`src/rtl/io_timer_block.sv`:
```
// io_timer_block: register-mapped down-counting timer with a prescaler,
// one-shot / auto-reload modes and a level interrupt on expiry.
module io_timer_block #(
  parameter int COUNT_WIDTH    = 32,
  parameter int PRESCALE_WIDTH = 16
) (
  input  logic        Clock,
  input  logic        Reset,
  input  logic        BlockSelect,
  input  logic [3:0]  RegAddress,
  input  logic        WrEn,
  input  logic        RdEn,
  input  logic [31:0] WrData,
  output logic [31:0] RdData,
  output logic        Irq
);

  localparam logic [3:0] A_CTRL     = 4'h0;
  localparam logic [3:0] A_LOAD     = 4'h1;
  localparam logic [3:0] A_COUNT    = 4'h2;
  localparam logic [3:0] A_STATUS   = 4'h3;
  localparam logic [3:0] A_PRESCALE = 4'h4;

  logic                      en, auto_rld, irq_en, expired;
  logic [COUNT_WIDTH-1:0]    load, count;
  logic [PRESCALE_WIDTH-1:0] prescale, pcnt;

  logic wr, ctrl_wr, load_wr, status_wr, pre_wr;
  logic start, stop, tick, tick_eff, expiry;

  // Reads have no side effects, so the read strobe is deliberately unused.
  logic unused_rd;
  assign unused_rd = RdEn;

  assign wr        = BlockSelect & WrEn;
  assign ctrl_wr   = wr & (RegAddress == A_CTRL);
  assign load_wr   = wr & (RegAddress == A_LOAD);
  assign status_wr = wr & (RegAddress == A_STATUS);
  assign pre_wr    = wr & (RegAddress == A_PRESCALE);

  // start: enable 0->1 restart; stop: enable written 0 (discards a same-cycle tick)
  assign start    = ctrl_wr &  WrData[0] & ~en;
  assign stop     = ctrl_wr & ~WrData[0];
  assign tick     = en & (pcnt == prescale);
  assign tick_eff = tick & ~stop;
  assign expiry   = tick_eff & (count == '0);

  // Control bits; a one-shot expiry drops Enable using the pre-write AutoReload
  always_ff @(posedge Clock or negedge Reset) begin
    if (!Reset) begin
      en       <= 1'b0;
      auto_rld <= 1'b0;
      irq_en   <= 1'b0;
    end else begin
      if (ctrl_wr) begin
        en       <= WrData[0];
        auto_rld <= WrData[1];
        irq_en   <= WrData[2];
      end
      if (expiry && !auto_rld) en <= 1'b0;
    end
  end

  // LOAD and PRESCALE holding registers
  always_ff @(posedge Clock or negedge Reset) begin
    if (!Reset) begin
      load     <= '0;
      prescale <= '0;
    end else begin
      if (load_wr) load     <= WrData[COUNT_WIDTH-1:0];
      if (pre_wr)  prescale <= WrData[PRESCALE_WIDTH-1:0];
    end
  end

  // Prescaler: free increment while enabled, cleared on tick; wraps naturally
  // if PRESCALE was lowered below the current value
  always_ff @(posedge Clock or negedge Reset) begin
    if (!Reset)             pcnt <= '0;
    else if (start)         pcnt <= '0;
    else if (en && !stop)   pcnt <= tick ? '0 : pcnt + 1'b1;
  end

  // Down-counter: restart loads LOAD, tick decrements or reloads at zero
  always_ff @(posedge Clock or negedge Reset) begin
    if (!Reset)             count <= '0;
    else if (start)         count <= load;
    else if (tick_eff) begin
      if (count != '0)      count <= count - 1'b1;
      else if (auto_rld)    count <= load;
    end
  end

  // Expired sticky flag; a same-cycle expiry beats the write-1-to-clear
  always_ff @(posedge Clock or negedge Reset) begin
    if (!Reset)                       expired <= 1'b0;
    else if (expiry)                  expired <= 1'b1;
    else if (status_wr && WrData[0])  expired <= 1'b0;
  end

  // Combinational read mux, independent of the strobes
  always_comb begin
    RdData = '0;
    case (RegAddress)
      A_CTRL:     RdData[2:0] = {irq_en, auto_rld, en};
      A_LOAD:     RdData[COUNT_WIDTH-1:0] = load;
      A_COUNT:    RdData[COUNT_WIDTH-1:0] = count;
      A_STATUS:   RdData[1:0] = {en, expired};
      A_PRESCALE: RdData[PRESCALE_WIDTH-1:0] = prescale;
      default:    RdData = '0;
    endcase
  end

  assign Irq = expired & irq_en;

endmodule
```
`config.mk`:
```
export PLATFORM = sky130hd
export DESIGN_NAME = io_timer_block
export DESIGN_NICKNAME = d
export VERILOG_FILES = /design/src/rtl/io_timer_block.sv
export SDC_FILE = /design/constraint.sdc
export NUM_CORES = 1
export LEC_CHECK = 0
export ABC_CLOCK_PERIOD_IN_PS = 2450
export BUFFER_PORTS_ARGS = -buffer_cell sky130_fd_sc_hd__buf_2
export CAP_MARGIN = 20
export CORE_ASPECT_RATIO = 1.5
export CORE_MARGIN = 4
export CORE_UTILIZATION = 35
export DETAILED_ROUTE_END_ITERATION = 7
export SYNTH_ARGS = -nofsm -noshare
export SYNTH_HDL_FRONTEND = slang
export SYNTH_SLANG_ARGS = --single-unit
export TNS_END_PERCENT = 10
```
`constraint.sdc`:
```
create_clock -name Clock -period 2.45 [get_ports Clock]
set_clock_uncertainty 0.15 [all_clocks]
set_input_delay 0.49 -clock Clock [delete_from_list [all_inputs] [get_ports Clock]]
set_output_delay 0.49 -clock Clock [all_outputs]
set_load 0.005 [all_outputs]
```
Word-level counts from Yosys, hierarchy flattened --
Index checks and enable logic that the tools add are counted.
Storage, ports and cells: output and inout port bits 33, word-level logic and storage cells 59, input bits 41, bits in registers 100
Operators by class: multiplexer cells 15, eq/ne operators 5, $add $sub $neg 2, reductions and logical operators 14, bitwise logic cells 15
Operators by type and width (count):
- $mux W32 | 4
- $mux W16 | 3
- $pmux W13 S3 | 1
- $logic_not A32 Y1 | 1
- $pmux W16 S2 | 1
- $reduce_bool A32 Y1 | 1
- $sub A32 B1 Y32 const B | 1
- $add A16 B1 Y16 const B | 1
- $eq A16 B16 Y1 | 1
- $and A1 B1 Y1 | 12
- $pmux W2 S5 | 1
- $eq A4 B2 Y1 const B | 2
- $reduce_bool A2 Y1 | 4
- $eq A4 B1 Y1 const B | 1
- $eq A4 B3 Y1 const B | 1
- $logic_not A4 Y1 | 1
- $mux W1 | 4
- $pmux W1 S4 | 1
- $logic_and A1 B1 Y1 | 3
- $not A1 Y1 | 3
- $reduce_bool A3 Y1 | 1
- $logic_not A1 Y1 | 2
- $reduce_and A2 Y1 | 1

Longest topological paths before layout --
Gate-level depths: netlist (run 1).
depth after elaboration 8, mapped depth 10, depth with buffers taken out 8

Worst setup path after synthesis (run 1) --
Ideal clock, no wire load.
kind register to register, start reg count[24], end reg count[30], library setup time 124 ps, path buffers 2, stages on the path, launching flop included 9, path slack -48 ps, period minus slack after synthesis 2498 ps, data arrival time 2224 ps, data required time 2176 ps, cell sequence dfrtp_1 -> or4_1 -> buf_6 -> or3_4 -> nor4_4 -> o31ai_4 -> buf_6 -> a21oi_1 -> a21oi_1
On the way: cells in the longest elaborated chain, start to end 4, elaborated cells on any way between the ends 7, those cells by class 1 x add/sub; 3 x mux; 3 x reduce/logical
Ends and longest elaborated chain:
- start, declared | line 25 | logic [COUNT_WIDTH-1:0] load, count;
- start signal, assigned | line 86 | else if (start) count <= load;
- start signal, assigned | line 88 | if (count != '0) count <= count - 1'b1;
- start signal, assigned | line 89 | else if (auto_rld) count <= load;
- $sub A32 B1 Y32 / $reduce_bool A32 Y1 (equally long branches) | line 88
- $mux W32 | line 88
- $mux W32 | line 87 | else if (tick_eff) begin
- $mux W32 | line 86
Several ways; a longest one is shown, not always the timed one. The select of a mux whose other input is x is not followed. A chain may end at the register's enable or synchronous reset.

Final worst setup path (run 1) --
start reg prescale[4], end reg count[27]
On the way: cells in the longest elaborated chain, start to end 5
Ends and longest elaborated chain:
- start, declared | line 26 | logic [PRESCALE_WIDTH-1:0] prescale, pcnt;
- start signal, assigned | line 71 | if (pre_wr) prescale <= WrData[PRESCALE_WIDTH-1:0];
- $eq A16 B16 Y1 | line 44 | assign tick = en & (pcnt == prescale);
- $and A1 B1 Y1 | line 44
- $and A1 B1 Y1 | line 45 | assign tick_eff = tick & ~stop;
- $reduce_bool A2 Y1 (no source line)
- $reduce_and A2 Y1 (no source line)
No other way between the ends.

==> key figures, run 1 <==
Floorplan
  – Area of the die: 19100 sq um
  – I/O pin cnt: 74
  – Die span in x: 114 um
  – Starting density of the core: 0.355
  – Die H: 167 um
  – Number of cell rows: 58
  – Area inside the core boundary: 16700 sq um

Synthesis
  – Post-synthesis async set-or-reset flop share: 1.00
  – Summed instance area of the synthesized netlist: 5920 sq um
  – Syn_area_per_cell: 9.71 sq um
  – Number of flops mapped to enable cells by yosys: 0
  – Distinct cell type count of the synthesized netlist: 66
  – Number of nets in the synthesized netlist: 654
  – Gate count of the mapped netlist: 610
  – Part of the Yosys area used for sequential elements: 0.423
  – Register bit total from synthesis: 100
  – Prevailing post-synth register cell: dfrtp_1
  – Yosys warning count: 0

Clocking
  – Clock buffers created by TritonCTS: 9
  – Clock slew at the register clock pins of the worst setup and hold paths: 0.07 ns
  – Buffers from clock root to sink, at most: 2
  – H-tree depth: 3
  – Worst-skew pair later-pin latency: 0.36 ns
  – Post-CTS setup-driven buffer insertion count: 0
  – Root cell of the clock tree: clkbuf_16
  – CTS tree: yes
  – Clock sinks: 100

Setup path
  – Destination of the worst register-to-register timing path: count[27]
  – Worst Path Arrival: 2.68 ns
  – Required time of the worst setup path: 2.58 ns
  – Highest net fanout along the worst path: 5
  – Worst R2R Setup Slack: -0.10 ns
  – Crit path launch type: flop
  – Worst flop-to-flop path startpoint: prescale[4]
  – Kind of end point of the critical path: flop
  – Cells on worst reg2reg path: 8
  – WS Path Type: reg2reg

Place
  – DP HPWL: 14400 um
  – Last weighted congestion value of the routability-driven placer: 0.904
  – Buffers added on ports: 72

STA
  – Post-route setup TNS: -1.55 ns
  – Slew headroom: 0.617
  – Final setup margin: -0.102 ns
  – Final setup violation count: 30
  – Final Hold Slack: 0.217 ns
  – Measured slew at the worst slew-check pin: 0.569 ns
  – Number of failing hold endpoints at the final stage: 0
  – Maximum clock rate: 0.392 GHz
  – Share of the clock period used by the worst path: 1.04
  – Unrepaired setup endpoints after global routing: yes
  – Min Clock Period, post-route: 2.55 ns
  – Max Slew Vio Count: 0

Power and ir drop
  – Total leakage power: 3.68 nW
  – Maximum vdd ir drop: 0.310 mV
  – Pwr Total: 4.75 mW
  – Total power per unit cell area: 604 nW/um^2

Layout
  – Number of filler instances in the final layout: 1618
  – Layout Nets: 823
  – Multi-input logic area: 3250 sq um
  – Area Growth Syn to Fin: 32.8%
  – Inserted Diodes: 0
  – Proportion of layout cells with a drive suffix above 1: 0.401
  – Share of the core filled with cells: 0.471
  – Top library cells by usage in the layout, fill and taps aside: buf_4 (110), dfrtp_1 (100), buf_2 (69)
  – Sequential standard cell area: 2500 sq um
  – Most common cell after layout, fill and taps aside: buf_4

Routing
  – DRC violations left: 0
  – Antenna Violating Nets Remaining: 0
  – Detailed Route Iter0 Violations: 493
  – Number of iterations in the first detailed-routing pass: 5
  – Average via count per standard cell: 5.56
  – Via count: 5526
  – Detailed-route wire length: 18500 um
  – Routed wire per std cell: 18.6 um

Global routing
  – Grt total ovfl: 0
  – GRT Overall Usage: 0.199
  – First-pass GRT wire length: 30200 um
  – Antenna violations before repair: 0
  – Number of global-route vias before repair: 5805
  – Pin count of the biggest net entering global routing: 38

Status
  – Failing checks: setup timing
  – Outcome: finished with violations

Hold path
  – Launch point of the worst hold path: WrData[21]
  – Worst Hold Depth: 3
  – Worst Hold Path EP: load[21]
  – Class of the tightest hold or removal check: in2reg

Job
  – Max-cap violations: 0
per-layer routing:
| metal | vias to the layer above | global-route usage | routed length, um |
|---|---|---|---|
| li1 | 2625 | - | - |
| met2 | 154 | 0.353 | 9920 |
| met5 | - | 0 | 0 |
| met1 | 2702 | 0.224 | 7050 |
| met3 | 45 | 0.0268 | 632 |
| met4 | 0 | 0.111 | 915 |
per-stage QoR:
step                cells  setup slack (ns)  instance area [sq um]
finish                994            -0.102                   7860
global route          994            -0.168                   7860
CTS                   994           -0.0972                   7800
detailed placement    976            -0.236                   7410
global placement      976            -0.223                   7410
floorplan             610           -0.0322                   5920
report_power, final:
| part | switching (mW) | internal [mW] |
|---|---|---|
| Combinational | 0.566 | 0.561 |
| Clock | 0.654 | 0.856 |
| Sequential | 0.228 | 1.88 |
| Total | 1.45 | 3.30 |
worst max-delay path by stage:
stage	from	to
after floorplan	RegAddress[0]	count[10]
after global placement	prescale[6]	pcnt[6]
after detailed placement	prescale[6]	pcnt[10]
after CTS	prescale[4]	count[27]
after global routing	prescale[4]	count[23]
final	prescale[4]	count[27]
critical path: stages, from the launching register on:
cell     delay, ns
dfrtp_1       0.39
xor2_1        0.21
or4_4         0.56
or3_4         0.41
o31ai_4       0.24
buf_6         0.16
buf_4         0.14
o21ai_2       0.06
a22oi_2       0.16
area by class of cell:
type / count / area share
clock buffer: 12 / 0.0326
clock inverter: 4 / 0.00716
inverter: 25 / 0.0119
multi-input combinational: 448 / 0.414
sequential: 100 / 0.318
tap: 210 / 0.0334
timing repair buffer: 195 / 0.183
Yosys cell counts, types with 3 or more instances:
cell      count  area (sq um)
and4_1        3          26.3
buf_6         5          56.3
nor4_2        3          37.5
a31oi_1       3          18.8
or4_1         6          45.0
xnor2_1       6          52.6
or3_1         3          18.8
o21ai_1       5          25.0
a21oi_1      44           220
nand3_1      25           125
o221a_2       3          33.8
and3_1        8          50.1
inv_1        25          93.8
nor2_1       41           154
a222oi_1     14           140
mux2i_1       9          90.1
dfrtp_1     100          2500
xor2_1       20           175
nor4_1       11          68.8
nand2_1      39           146
nand2b_1      6          37.5
a22o_1       16           140
and2_1        7          43.8
mux2_2       50           563
a31o_2        3          26.3
o21ai_0      37           185
ha_1          3          37.5
clkbuf_1     23          86.3
nand4_1      19           119
buf_2         8          40.0
nor3_1       16          80.1
what timing repair did:
item	4_1_cts	5_1_grt
gates cloned	1	0
gates resized for setup	16	16
endpoints found under the setup margin	50	61
hold endpoints to repair	28	0
hold buffers	1	0
pin swaps	4	7
registers in the layout, indices dropped and copies added (netlist names):
| signal | count |
|---|---|
| auto_rld | 1 |
| pcnt | 16 |
| count | 32 |
| expired | 1 |
| irq_en | 1 |
| load | 32 |
| en | 1 |
| prescale | 16 |
logic make-up after synthesis:
group / count (synthesis) / share of synthesized area
AO/OA/AOI/OAI: 151 / 0.176
XOR/XNOR: 26 / 0.0385
adder cells (fa/ha/maj): 3 / 0.00634
buffers and inverters: 63 / 0.0492
flip-flops: 100 / 0.423
multiplexers: 59 / 0.110
AND/OR/NAND/NOR: 208 / 0.197
Note: power is estimated with default switching activity, not from simulation.
==> run 2: changes to the inputs <==
Settings changed: SETUP_SLACK_MARGIN from default to 0.15.
==> run 2 against run 1 <==
  * The run still ends with setup timing left
  * Core utilization grew 1.6 points
  * Clock-buffer cell count decreased by 1
  * Global-route usage is 0.45 points higher
  * Clock power up 3%
  * Design area rose by 3.3%
  * Critical path depth fell by 2
  * Routed wire length up 4.6%
  * Sequential power about the same
  * Worst setup slack improved by 0.016 ns
  * Hold slack barely moved
  * Non-clock buffer count is 2 higher
  * First-iteration DRC count is 40% lower
  * Critical path type unchanged
==> key figures, run 2 (synthesized netlist as in run 1, its figures left out) <==
Routing
  – Via count: 5663 (+2.5%)
  – Routed wire per std cell: 19.5 um (+4.5%)
  – Routed met3 length: 865 um (+37%)
  – Detailed Route Iter0 Violations: 297 (-40%)
  – Antenna Violating Nets Remaining: 0 (unchanged)
  – Highest signal layer in the routed design: met4
  – DRC violations left: 0 (unchanged)
  – Detailed-route wire length: 19400 um (+4.6%)
  – Number of iterations in the first detailed-routing pass: 5 (unchanged)
  – Average via count per standard cell: 5.69 (+2.4%)
  – Routed wl met2: 10500 um (+5.9%)
  – Post-Route M1 WL: 7060 um (+0.23%)

Setup path
  – Worst setup path startpoint: prescale[4]
  – Worst R2R Setup Slack: -0.09 ns (+0.02 ns)
  – Highest net fanout along the worst path: 7 (+2)
  – Crit path launch type: flop
  – Cells on worst reg2reg path: 6 (-2)
  – Destination of the worst register-to-register timing path: count[31]
  – Largest stage delay on the critical path: 0.56 ns (about the same)
  – Critical path cell sequence: xor2_2 -> or4_4 -> or3_4 -> or3_4 -> nor3_1 -> o22ai_1
  – Most prevalent standard cell on the critical path: or3_4
  – Worst flop-to-flop path startpoint: prescale[4]
  – Required time of the worst setup path: 2.53 ns (-0.05 ns)
  – WS Path Type: reg2reg
  – Worst Path Arrival: 2.62 ns (-0.06 ns)
  – Slowest-stage cell, CP: or4_4
  – Kind of end point of the critical path: flop

Clocking
  – Root cell of the clock tree: clkbuf_16
  – H-tree depth: 3 (unchanged)
  – Clock buffers created by TritonCTS: 9 (unchanged)
  – Clock sinks: 100 (unchanged)
  – CTS tree: yes
  – Worst-skew pair later-pin latency: 0.36 ns (about the same)
  – Clock slew at the register clock pins of the worst setup and hold paths: 0.07 ns (about the same)
  – Buffers from clock root to sink, at most: 2 (unchanged)

Layout
  – Share of the core filled with cells: 0.487 (+0.0156)
  – Biggest regs: count: 32 flops, load: 32 flops
  – Proportion of layout cells with a drive suffix above 1: 0.432 (+0.0313)
  – Area Growth Syn to Fin: 37.2%
  – Non-Filler Instances: 995 (+0.10%)
  – Layout Nets: 825 (+0.24%)
  – Inserted Diodes: 0 (unchanged)
  – Most common cell after layout, fill and taps aside: buf_4
  – Top library cells by usage in the layout, fill and taps aside: buf_4 (102), dfrtp_1 (100), buf_2 (70)

STA
  – Measured slew at the worst slew-check pin: 0.520 ns (-0.0495 ns)
  – Share of the clock period used by the worst path: 1.03 (-0.00664)
  – Final setup violation count: 30 (unchanged)
  – Maximum clock rate: 0.394 GHz (+0.64%)
  – Max Slew Vio Count: 0 (unchanged)
  – Min Clock Period, post-route: 2.54 ns (-0.0163 ns)
  – Post-route setup TNS: -1.18 ns (+0.375 ns)
  – Unrepaired setup endpoints after global routing: yes
  – Slew headroom: 0.651 (+0.0338)
  – Final setup margin: -0.0857 ns (+0.0163 ns)
  – Number of failing hold endpoints at the final stage: 0 (unchanged)

Global routing
  – GRT Overall Usage: 0.203 (+0.00450)
  – Number of global-route vias before repair: 5895 (+1.6%)
  – Grt total ovfl: 0 (unchanged)
  – First-pass GRT wire length: 30600 um (+1.4%)
  – Pin count of the biggest net entering global routing: 42 (+11%)
  – Antenna violations before repair: 0 (unchanged)

Power and ir drop
  – Cell Int Power: 3.39 mW (+2.5%)
  – Flop pwr share: 0.434 (-0.011)
  – Switching pwr: 1.48 mW (+1.9%)
  – Total power per unit cell area: 598 nW/um^2 (-0.95%)
  – Clock share of power: 0.319 (about the same)
  – Comb power frac: 0.247 (+0.010)
  – Maximum vdd ir drop: 0.307 mV (-0.72%)
  – Total leakage power: 3.72 nW (+1.0%)
  – Switching share of power: 0.304 (-0.00124)

Place
  – Buffers added on ports: 72 (unchanged)
  – Total placed cells including tap cells: 973 (-0.31%)
  – DP HPWL: 14500 um (+0.99%)
  – Last weighted congestion value of the routability-driven placer: 0.943 (+4.3%)

Floorplan
  – Starting density of the core: 0.355 (unchanged)
  – Number of cell rows: 58 (unchanged)
  – I/O pin cnt: 74 (unchanged)
  – Area inside the core boundary: 16700 sq um (unchanged)
  – Die span in x: 114 um (unchanged)
  – Area of the die: 19100 sq um (unchanged)
  – Die H: 167 um (unchanged)

Status
  – Outcome: finished with violations
  – Failing checks: setup timing

Hold path
  – Class of the tightest hold or removal check: in2reg
  – Launch point of the worst hold path: WrData[22]
  – Worst Hold Depth: 2 (-1)
  – Worst Hold Path EP: load[22]

Job
  – Max-cap violations: 0 (unchanged)
## run 2: changes by cell type in the layout (fill, tap and decap cells not counted), sizes merged
cell | before | now
clkinvlp | 2 | 0
inv | 26 | 25
bufinv | 1 | 2
buf | 194 | 195
clkinv | 0 | 2
## run 2: critical path, delay by kind of cell (launching register included)
kind | cells | cell delay (ns)
AOI/OAI and AO/OA | 1 | 0.11
DFF | 1 | 0.41
and+or+nand+nor | 4 | 1.52
xor gates and xnor gates | 1 | 0.21
## run 2: layer usage
layer	vias up	global-route usage
met1	2796	0.220
met5	-	0
li1	2613	-
met3	57	0.0333
met4	0	0.115
met2	197	0.367
## run 2: power groups by stage
stage / clock network, mW / logic (mW) / registers [mW]
floorplan: 0 / 0.600 / 2.09
global placement: 0 / 1.11 / 2.13
detailed placement: 0 / 1.13 / 2.14
CTS: 1.58 / 1.16 / 2.10
global route: 1.66 / 1.29 / 2.14
finish: 1.55 / 1.20 / 2.11
## run 2: repair_timing
action,in CTS,in global routing
pin swaps,21,20
hold buffers,1,0
setup buffers,1,3
endpoints found under the setup margin,79,78
gates resized for setup,35,29
endpoints found under the hold margin,27,0
cloned,1,1
## run 2: per-stage QoR
stage | instance area (sq um) | setup slack, ns | hold slack, ns | power, mW
final | 8120 | -0.0857 | 0.217 | 4.86
after global routing | 8120 | -0.153 | 0.211 | 5.09
after CTS | 7930 | -0.0652 | 0.211 | 4.84
after detailed placement | 7470 | -0.155 | 0.322 | 3.26
after global placement | 7470 | -0.145 | 0.317 | 3.23
after floorplan | 5990 | 0.0138 | 0.0444 | 2.69
## run 2: area by class of cell
| class | instances | area, sq um |
|---|---|---|
| clock buffer | 11 | 243 |
| multi-input combinational | 448 | 3430 |
| sequential | 100 | 2500 |
| inverter | 25 | 93.8 |
| clock inverter | 4 | 73.8 |
| timing repair buffer | 197 | 1520 |
| tap | 210 | 263 |
| fill | 1550 | 8570 |
## run 2: worst max path at each step
stage	to
6_report	count[31]
5_1_grt	count[18]
4_1_cts	count[27]
3_5_place_dp	count[31]
3_3_place_gp	count[31]
2_1_floorplan	count[31]
